[src/rtl/alux_seq_if.sv]
// Command, host register-file, ALU handshake and status signals of the alux_seq sequencer.
// The sequencer takes the slave modport; the host/ALU environment takes the master modport.
interface alux_seq_if #(
   parameter int unsigned AW = 3
);
   logic          cmd_valid;
   logic          cmd_ready;
   logic [3:0]    cmd_opr;
   logic [AW-1:0] cmd_srca;
   logic [AW-1:0] cmd_srcb;
   logic [AW-1:0] cmd_dst;
   logic          wr_en;
   logic [AW-1:0] wr_addr;
   logic [63:0]   wr_data;
   logic [AW-1:0] rd_addr;
   logic [63:0]   rd_data;
   logic          alu_start;
   logic [3:0]    alu_opr;
   logic [63:0]   alu_inA;
   logic [63:0]   alu_inB;
   logic [63:0]   alu_outAB;
   logic          alu_done;
   logic          busy;
   logic          err_clr;
   logic          err_timeout;
   logic [15:0]   op_count;

   modport master (
      output cmd_valid, cmd_opr, cmd_srca, cmd_srcb, cmd_dst,
      output wr_en, wr_addr, wr_data, rd_addr,
      output alu_outAB, alu_done, err_clr,
      input  cmd_ready, rd_data, alu_start, alu_opr, alu_inA, alu_inB,
      input  busy, err_timeout, op_count
   );

   modport slave (
      input  cmd_valid, cmd_opr, cmd_srca, cmd_srcb, cmd_dst,
      input  wr_en, wr_addr, wr_data, rd_addr,
      input  alu_outAB, alu_done, err_clr,
      output cmd_ready, rd_data, alu_start, alu_opr, alu_inA, alu_inB,
      output busy, err_timeout, op_count
   );
endinterface

[src/rtl/alux_seq.sv]
// Register-file command sequencer driving the complex ALU start/opr/done handshake.
// Optional completed-command counter enabled by defining ALUXSEQ_STATS_EN.
module alux_seq #(
   parameter int unsigned NREG    = 8,
   parameter int unsigned AW      = 3,
   parameter int unsigned TIMEOUT = 64
) (
   input logic       clock,
   input logic       reset,
   alux_seq_if.slave bus
);
   localparam int unsigned CW = $clog2(TIMEOUT + 1);

   typedef enum logic [1:0] {StIdle, StIssue, StWait, StWb} state_e;

   state_e        state;
   logic [3:0]    opr;
   logic [AW-1:0] srca;
   logic [AW-1:0] srcb;
   logic [AW-1:0] dst;
   logic [CW-1:0] cnt;
   logic          start;
   logic [3:0]    opr_out;
   logic [63:0]   in_a;
   logic [63:0]   in_b;
   logic          err;
   logic [63:0]   rf [NREG];

   always_ff @(posedge clock) begin
      if (reset) begin
         state   <= StIdle;
         opr     <= '0;
         srca    <= '0;
         srcb    <= '0;
         dst     <= '0;
         cnt     <= '0;
         start   <= 1'b0;
         opr_out <= '0;
         in_a    <= '0;
         in_b    <= '0;
         err     <= 1'b0;
         for (int i = 0; i < int'(NREG); i++) rf[i] <= '0;
      end else begin
         if (bus.err_clr) err <= 1'b0;
         // Host port first so the writeback below overrides it on an address clash.
         if (bus.wr_en) rf[bus.wr_addr] <= bus.wr_data;
         case (state)
            StIdle: begin
               if (bus.cmd_valid) begin
                  opr   <= bus.cmd_opr;
                  srca  <= bus.cmd_srca;
                  srcb  <= bus.cmd_srcb;
                  dst   <= bus.cmd_dst;
                  state <= StIssue;
               end
            end
            StIssue: begin
               in_a    <= rf[srca];
               in_b    <= rf[srcb];
               opr_out <= opr;
               start   <= 1'b1;
               cnt     <= '0;
               state   <= StWait;
            end
            StWait: begin
               if (bus.alu_done) begin
                  state <= StWb;
               end else if (cnt == CW'(TIMEOUT - 1)) begin
                  err   <= 1'b1;
                  start <= 1'b0;
                  state <= StIdle;
               end else begin
                  cnt <= cnt + 1'b1;
               end
            end
            StWb: begin
               // The ALU presents its result one cycle after done.
               rf[dst] <= bus.alu_outAB;
               start   <= 1'b0;
               state   <= StIdle;
            end
            default: state <= StIdle;
         endcase
      end
   end

   assign bus.cmd_ready   = (state == StIdle);
   assign bus.busy        = (state != StIdle);
   assign bus.rd_data     = rf[bus.rd_addr];
   assign bus.alu_start   = start;
   assign bus.alu_opr     = opr_out;
   assign bus.alu_inA     = in_a;
   assign bus.alu_inB     = in_b;
   assign bus.err_timeout = err;

`ifdef ALUXSEQ_STATS_EN
   logic [15:0] count;

   always_ff @(posedge clock) begin
      if (reset) begin
         count <= '0;
      end else if (state == StWb && count != 16'hFFFF) begin
         count <= count + 16'd1;
      end
   end

   assign bus.op_count = count;
`else
   assign bus.op_count = '0;
`endif
endmodule

[src/flat_wrapper.sv]
// flat-port wrapper written by rule: the top's interface ports become plain ports
module alux_seq_flat 
#(
   parameter int unsigned NREG    = 8,
   parameter int unsigned AW      = 3,
   parameter int unsigned TIMEOUT = 64
)
  (clock, reset, bus_cmd_valid, bus_cmd_opr, bus_cmd_srca, bus_cmd_srcb, bus_cmd_dst, bus_wr_en, bus_wr_addr, bus_wr_data, bus_rd_addr, bus_alu_outAB, bus_alu_done, bus_err_clr, bus_cmd_ready, bus_rd_data, bus_alu_start, bus_alu_opr, bus_alu_inA, bus_alu_inB, bus_busy, bus_err_timeout, bus_op_count);
  alux_seq_if #(.AW(AW)) bus_i ();
  input logic clock;
  input logic reset;
  input wire logic [$bits(bus_i.cmd_valid)-1:0] bus_cmd_valid;
  input wire logic [$bits(bus_i.cmd_opr)-1:0] bus_cmd_opr;
  input wire logic [$bits(bus_i.cmd_srca)-1:0] bus_cmd_srca;
  input wire logic [$bits(bus_i.cmd_srcb)-1:0] bus_cmd_srcb;
  input wire logic [$bits(bus_i.cmd_dst)-1:0] bus_cmd_dst;
  input wire logic [$bits(bus_i.wr_en)-1:0] bus_wr_en;
  input wire logic [$bits(bus_i.wr_addr)-1:0] bus_wr_addr;
  input wire logic [$bits(bus_i.wr_data)-1:0] bus_wr_data;
  input wire logic [$bits(bus_i.rd_addr)-1:0] bus_rd_addr;
  input wire logic [$bits(bus_i.alu_outAB)-1:0] bus_alu_outAB;
  input wire logic [$bits(bus_i.alu_done)-1:0] bus_alu_done;
  input wire logic [$bits(bus_i.err_clr)-1:0] bus_err_clr;
  output wire logic [$bits(bus_i.cmd_ready)-1:0] bus_cmd_ready;
  output wire logic [$bits(bus_i.rd_data)-1:0] bus_rd_data;
  output wire logic [$bits(bus_i.alu_start)-1:0] bus_alu_start;
  output wire logic [$bits(bus_i.alu_opr)-1:0] bus_alu_opr;
  output wire logic [$bits(bus_i.alu_inA)-1:0] bus_alu_inA;
  output wire logic [$bits(bus_i.alu_inB)-1:0] bus_alu_inB;
  output wire logic [$bits(bus_i.busy)-1:0] bus_busy;
  output wire logic [$bits(bus_i.err_timeout)-1:0] bus_err_timeout;
  output wire logic [$bits(bus_i.op_count)-1:0] bus_op_count;
  assign bus_i.cmd_valid = bus_cmd_valid;
  assign bus_i.cmd_opr = bus_cmd_opr;
  assign bus_i.cmd_srca = bus_cmd_srca;
  assign bus_i.cmd_srcb = bus_cmd_srcb;
  assign bus_i.cmd_dst = bus_cmd_dst;
  assign bus_i.wr_en = bus_wr_en;
  assign bus_i.wr_addr = bus_wr_addr;
  assign bus_i.wr_data = bus_wr_data;
  assign bus_i.rd_addr = bus_rd_addr;
  assign bus_i.alu_outAB = bus_alu_outAB;
  assign bus_i.alu_done = bus_alu_done;
  assign bus_i.err_clr = bus_err_clr;
  assign bus_cmd_ready = bus_i.cmd_ready;
  assign bus_rd_data = bus_i.rd_data;
  assign bus_alu_start = bus_i.alu_start;
  assign bus_alu_opr = bus_i.alu_opr;
  assign bus_alu_inA = bus_i.alu_inA;
  assign bus_alu_inB = bus_i.alu_inB;
  assign bus_busy = bus_i.busy;
  assign bus_err_timeout = bus_i.err_timeout;
  assign bus_op_count = bus_i.op_count;
  alux_seq #(.NREG(NREG), .AW(AW), .TIMEOUT(TIMEOUT)) u_core (.clock(clock), .reset(reset), .bus(bus_i));
endmodule
[config.mk]
export PLATFORM = sky130hd
export DESIGN_NAME = alux_seq_flat
export DESIGN_NICKNAME = d
export VERILOG_FILES = /design/src/rtl/alux_seq_if.sv /design/src/rtl/alux_seq.sv /design/src/flat_wrapper.sv
export SDC_FILE = /design/constraint.sdc
export NUM_CORES = 2
export LEC_CHECK = 0
export CAP_MARGIN = 0
export CORE_UTILIZATION = 63
export DETAILED_ROUTE_END_ITERATION = 8
export PLACE_DENSITY = 0.87
export SETUP_SLACK_MARGIN = 0.4
export SLEW_MARGIN = 20
export SYNTH_ARGS = -nofsm -noshare
export SYNTH_HDL_FRONTEND = slang
export SYNTH_SLANG_ARGS = --single-unit
[constraint.sdc]
create_clock -name clock -period 4.3 [get_ports clock]
set_input_delay 1.075 -clock clock [delete_from_list [all_inputs] [get_ports clock]]
set_output_delay 1.075 -clock clock [all_outputs]
set_load 0.02 [all_outputs]
---- After elaboration in Yosys (flattened, before gate mapping) ----
Memory sizes are Yosys's and may differ from the RTL's. A register that Yosys moved wholly into a read port is not among the register bits.
Cells that the tools add are included.
cells by class
  multiplexer cells ....................... 28
  equality and inequality tests ........... 9
  add/sub/neg operators ................... 1
  reduce and logical (&&, ||, !) cells .... 10
operators by type and width
  kind                   count
  $mux W64               2
  $reduce_or A64 Y1      2
  $mux W1                16
  $mux W7                2
  $pmux W7 S2            1
  $pmux W2 S4            1
  $add A7 B1 Y7 const B  1
  $eq A7 B6 Y1 const B   1
  $mux W2                3
  $mux W3                2
  $ne A2 B2 Y1 const B   3
  $reduce_and A3 Y1      2
  $eq A2 B2 Y1 const B   2
  $reduce_and A2 Y1      2
  $reduce_bool A2 Y1     2
  $ne A3 B2 Y1 const B   1
  $pmux W1 S3            1
  $reduce_bool A3 Y1     1
  $eq A2 B1 Y1 const B   1
  $logic_not A2 Y1       1
  $ne A2 B1 Y1 const B   1
storage, ports and cells
  RAM bits ................................ 512
  output and inout bits ................... 216
  input port bits ......................... 153
  memories ................................ 1
  register bits after elaboration ......... 28
  word-level logic and storage cells ...... 58
memory list
  memory     words  bits a word  read ports  clocked after memory_dff  wr ports  RTL line        text
  u_core.rf  8      64           3           2                         8         alux_seq.sv:27  logic [63:0] rf [NREG];

---- Depth between registers and ports, before layout ----
  depth in word-level cells ............... 6
  mapped depth ............................ 7
  mapped depth without buffers ............ 5

---- Least setup slack after synthesis ----
No wires, ideal clock.
  path kind ............................... in2out
  start ................................... input bus_rd_addr[0]
  end ..................................... output bus_rd_data[34]
  arrival ................................. 2.501 ns
  setup slack ............................. 0.724 ns
  cell stages on the path ................. 4
  path buffers ............................ 2
  required time ........................... 3.225 ns
  cell sequence ........................... buf_2 buf_2 mux4_2 mux2_2
on the way
  longest elaborated chain between the ends .. 1
ends and longest elaborated chain
  what             RTL line            text
  start, declared  flat_wrapper.sv:20  input wire logic [$bits(bus_i.rd_addr)-1:0] bus_rd_addr;
  $mem_v2 Z8 W64   n/a
  end, declared    flat_wrapper.sv:25  output wire logic [$bits(bus_i.rd_data)-1:0] bus_rd_data;
No other way between the ends.

---- Worst setup path after layout ----
  start ................................... input bus_rd_addr[0]
  end ..................................... output bus_rd_data[56]
Same word-level chain as after synthesis.

==> out/metrics.yaml <==
swShare: 0.281
p_comb_frac: 0.181
synth_cells: 3128
critPathArrivalTime_ns: 3.01
fmax_mhz: 245
rsz0062_at_grt: "yes"
ys_ff_latch: 668
yosys_warnings: 0
die_area_um2: 61900
dpl.hpwl_um: 76000
die_w_um: 249
maxSlewViolCount: 0
ant_nets: 0
drv_cap: 0
fin_ws_ns: 0.216
first_iter_violations: 5273
fin_crit_ns: 4.08
clock_power_share: 0.361
post-route-period-util: 0.950
grt_max_degree: 71
initial_core_util: 0.636
finClkSkew_ns: 0.0166
hold_path_class: "reg2reg"
num_vias: 31900
synth_area_leaders: "edfxtp_1, mux2i_1, a22o_1"
cts_max_path_buffers: 3
status: "complete, but fails checks"
final_util: 0.739
firstDrtPassIters: 9
tightest_slew_ns: 1.25
avgSynthCellArea_um2: 12.3
path_cells: "buf_12, buf_4, mux4_2, mux2_2, clkdlybuf4s50_1"
root_buffer: "clkbuf_16"
relSlewSlack: 0.164
rows: 90
synth_edf_count: 512
leakagePower_nw: 15.1
drt-vias-per-instance: 7.83
critPathMaxFanout: 17
nets: 3367
grt_use_total: 0.423
coreArea_um2: 60200
cts_setup_buffers: 0
area_growth_pct: 16.1
powerDensity_nw_per_um2: 380
antenna_found_initial: 20
setup_violations: 0
violations: "design-rule violations"
crit_type: "in2out"
ios: 369
synth_cell_types: 44
insertion_delay_ns: 0.62
drcViolationCount: 2
cts.sinks: 668
finalHoldViolations: 0
grt_first_pass_wirelength_um: 197000
yosys.area.top_type: "edfxtp_1"
synth.cell_area_um2: 38300
wl_per_cell_um: 33.0
drive_gt1_frac: 0.133
dp_slack_ns: 0.181
cts_tree: "done"
grt_pass1_vias: 31700
p_int_mw: 12.2
seqPwrFrac: 0.458
irDropWorstVdd_uv: 341
grt.overflow.total: 0
cp_slowest_cell: "clkdlybuf4s50_1"
cpPeakStageDelay_ns: 0.56
synth_top_area_frac: 0.401
fin_hold_ws_ns: 0.461
yosysSeqAreaShare: 0.482
ys_async_sr_fraction: 0
setup.worst_path.end_class: "output pin"
cts_hold_buffers: 0
ys.flop_type: "edfxtp_1"
wirelength_um: 134000
cp.required_ns: 3.22
cts_buffers: 70
clk_pin_slew_ns: 0.06
htree_levels: 3
die_y_um: 249
portBuffers: 352
switching_power_mw: 4.75
gp_congestion: 0.929
start_kind: "input pin"
setup_tns_ns: 0
placed cells by master (no fill, tap or decap), drive strengths merged, types with 8 or more instances in the layout:
cell           instances
mux4                 128
a22o                 512
edfxtp               512
mux2                  64
nor3                 129
mux2i                515
nand2                 42
conb                  16
or3b                  10
clkbuf               104
dlygate4sd2           30
dfxtp                156
clkinv                15
nor2b                  8
clkdlybuf4s50        312
diode                 16
nor2                 153
a22oi                256
a21oi                148
inv                    9
nand3                  8
buf                   96
sequential cells by signal, summed over array words and instances (netlist names):
| register | flops |
|---|---|
| u_core.rf | 512 |
| u_core.srca | 3 |
| u_core.bus.err_timeout | 1 |
| u_core.cnt | 7 |
| u_core.bus.alu_start | 1 |
| u_core.bus.alu_opr | 4 |
| u_core.bus.alu_inA | 64 |
| u_core.bus.alu_inB | 64 |
| u_core.opr | 4 |
| u_core.dst | 3 |
| u_core.state | 2 |
| u_core.srcb | 3 |
cells in the mapped netlist, types with 2 or more instances:
| cell type | count |
|---|---|
| a21oi_1 | 148 |
| a22o_1 | 512 |
| a22oi_1 | 256 |
| a31oi_1 | 3 |
| and2_1 | 4 |
| and3_1 | 2 |
| buf_1 | 139 |
| buf_2 | 162 |
| buf_4 | 25 |
| buf_6 | 10 |
| clkbuf_1 | 112 |
| dfxtp_1 | 156 |
| edfxtp_1 | 512 |
| inv_1 | 2 |
| mux2_2 | 64 |
| mux2i_1 | 515 |
| mux4_2 | 128 |
| nand2_1 | 42 |
| nand2b_1 | 3 |
| nand3_1 | 8 |
| nand3b_1 | 3 |
| nor2_1 | 141 |
| nor2_2 | 11 |
| nor2b_1 | 8 |
| nor3_1 | 129 |
| nor3b_2 | 2 |
| nor4_2 | 2 |
| o211ai_1 | 4 |
| o31ai_1 | 2 |
| o41ai_1 | 2 |
| or3b_2 | 8 |
area by class of cell:
class / instances / area (µm²)
Sequential cell: 668 / 18500
Multi-Input combinational cell: 2025 / 18000
Fill cell: 3709 / 15700
Timing Repair Buffer: 446 / 4670
Clock buffer: 103 / 2070
Tap cell: 782 / 978
Clock inverter: 27 / 210
Antenna cell: 16 / 40.0
Inverter: 2 / 7.51
power by group through the flow:
stage,Clock [mW],Sequential [mW],Combinational (mW)
after global placement,0,7.81,2.88
after global routing,6.33,7.76,3.18
final,6.10,7.74,3.06
after floorplan,0,7.82,1.77
after CTS,6.09,7.72,2.96
after detailed placement,0,7.86,2.96
logic make-up after synthesis:
logic type,count (synthesis),synth area share
flip-flops,668,0.482
multiplexers,707,0.228
AO/OA/AOI/OAI,932,0.189
adder cells (fa/ha/maj),1,0.000326
AND/OR/NAND/NOR,369,0.0456
buffers and inverters,450,0.0537
other,1,0.0000978
worst paths after layout:
path / startpoint / endpoint / slack (ns) / cells after the start
worst max-delay path: bus_rd_addr[0] / bus_rd_data[56] / 0.22 / 5
worst min-delay path: u_core.opr[2] / u_core.opr[2] / 0.46 / 2
worst max register to register: u_core.state[0] / u_core.rf[0][9] / 1.18 / 4
worst min register to register: u_core.opr[2] / u_core.opr[2] / 0.46 / 2
repair_timing:
action                                  in CTS  in global routing
endpoints found under the setup margin      61                 31
resized for setup                           33                  7
gates cloned                                 1                  1
worst max-delay path, delay by kind of cell:
family	cells	cell delay (ns)
buf+inv	3	1.04
mux	2	0.88
metal layers:
metal | vias up | share of wire | track usage
li1 | 12600 | - | -
met1 | 15200 | 0.34 | 0.528
met3 | 705 | 0.16 | 0.140
met4 | 12 | 0.062 | 0.270
met5 | - | 0.00056 | 0
met2 | 3332 | 0.44 | 0.635
stage by stage:
stage,area [µm²],std cells,power (mW)
2_1_floorplan,38400,3143,9.59
3_3_place_gp,42100,3919,10.7
3_5_place_dp,42100,3919,10.8
4_1_cts,44400,4050,16.8
5_1_grt,44500,4061,17.3
6_report,44500,4069,16.9
(Power assumes the default switching activity.)
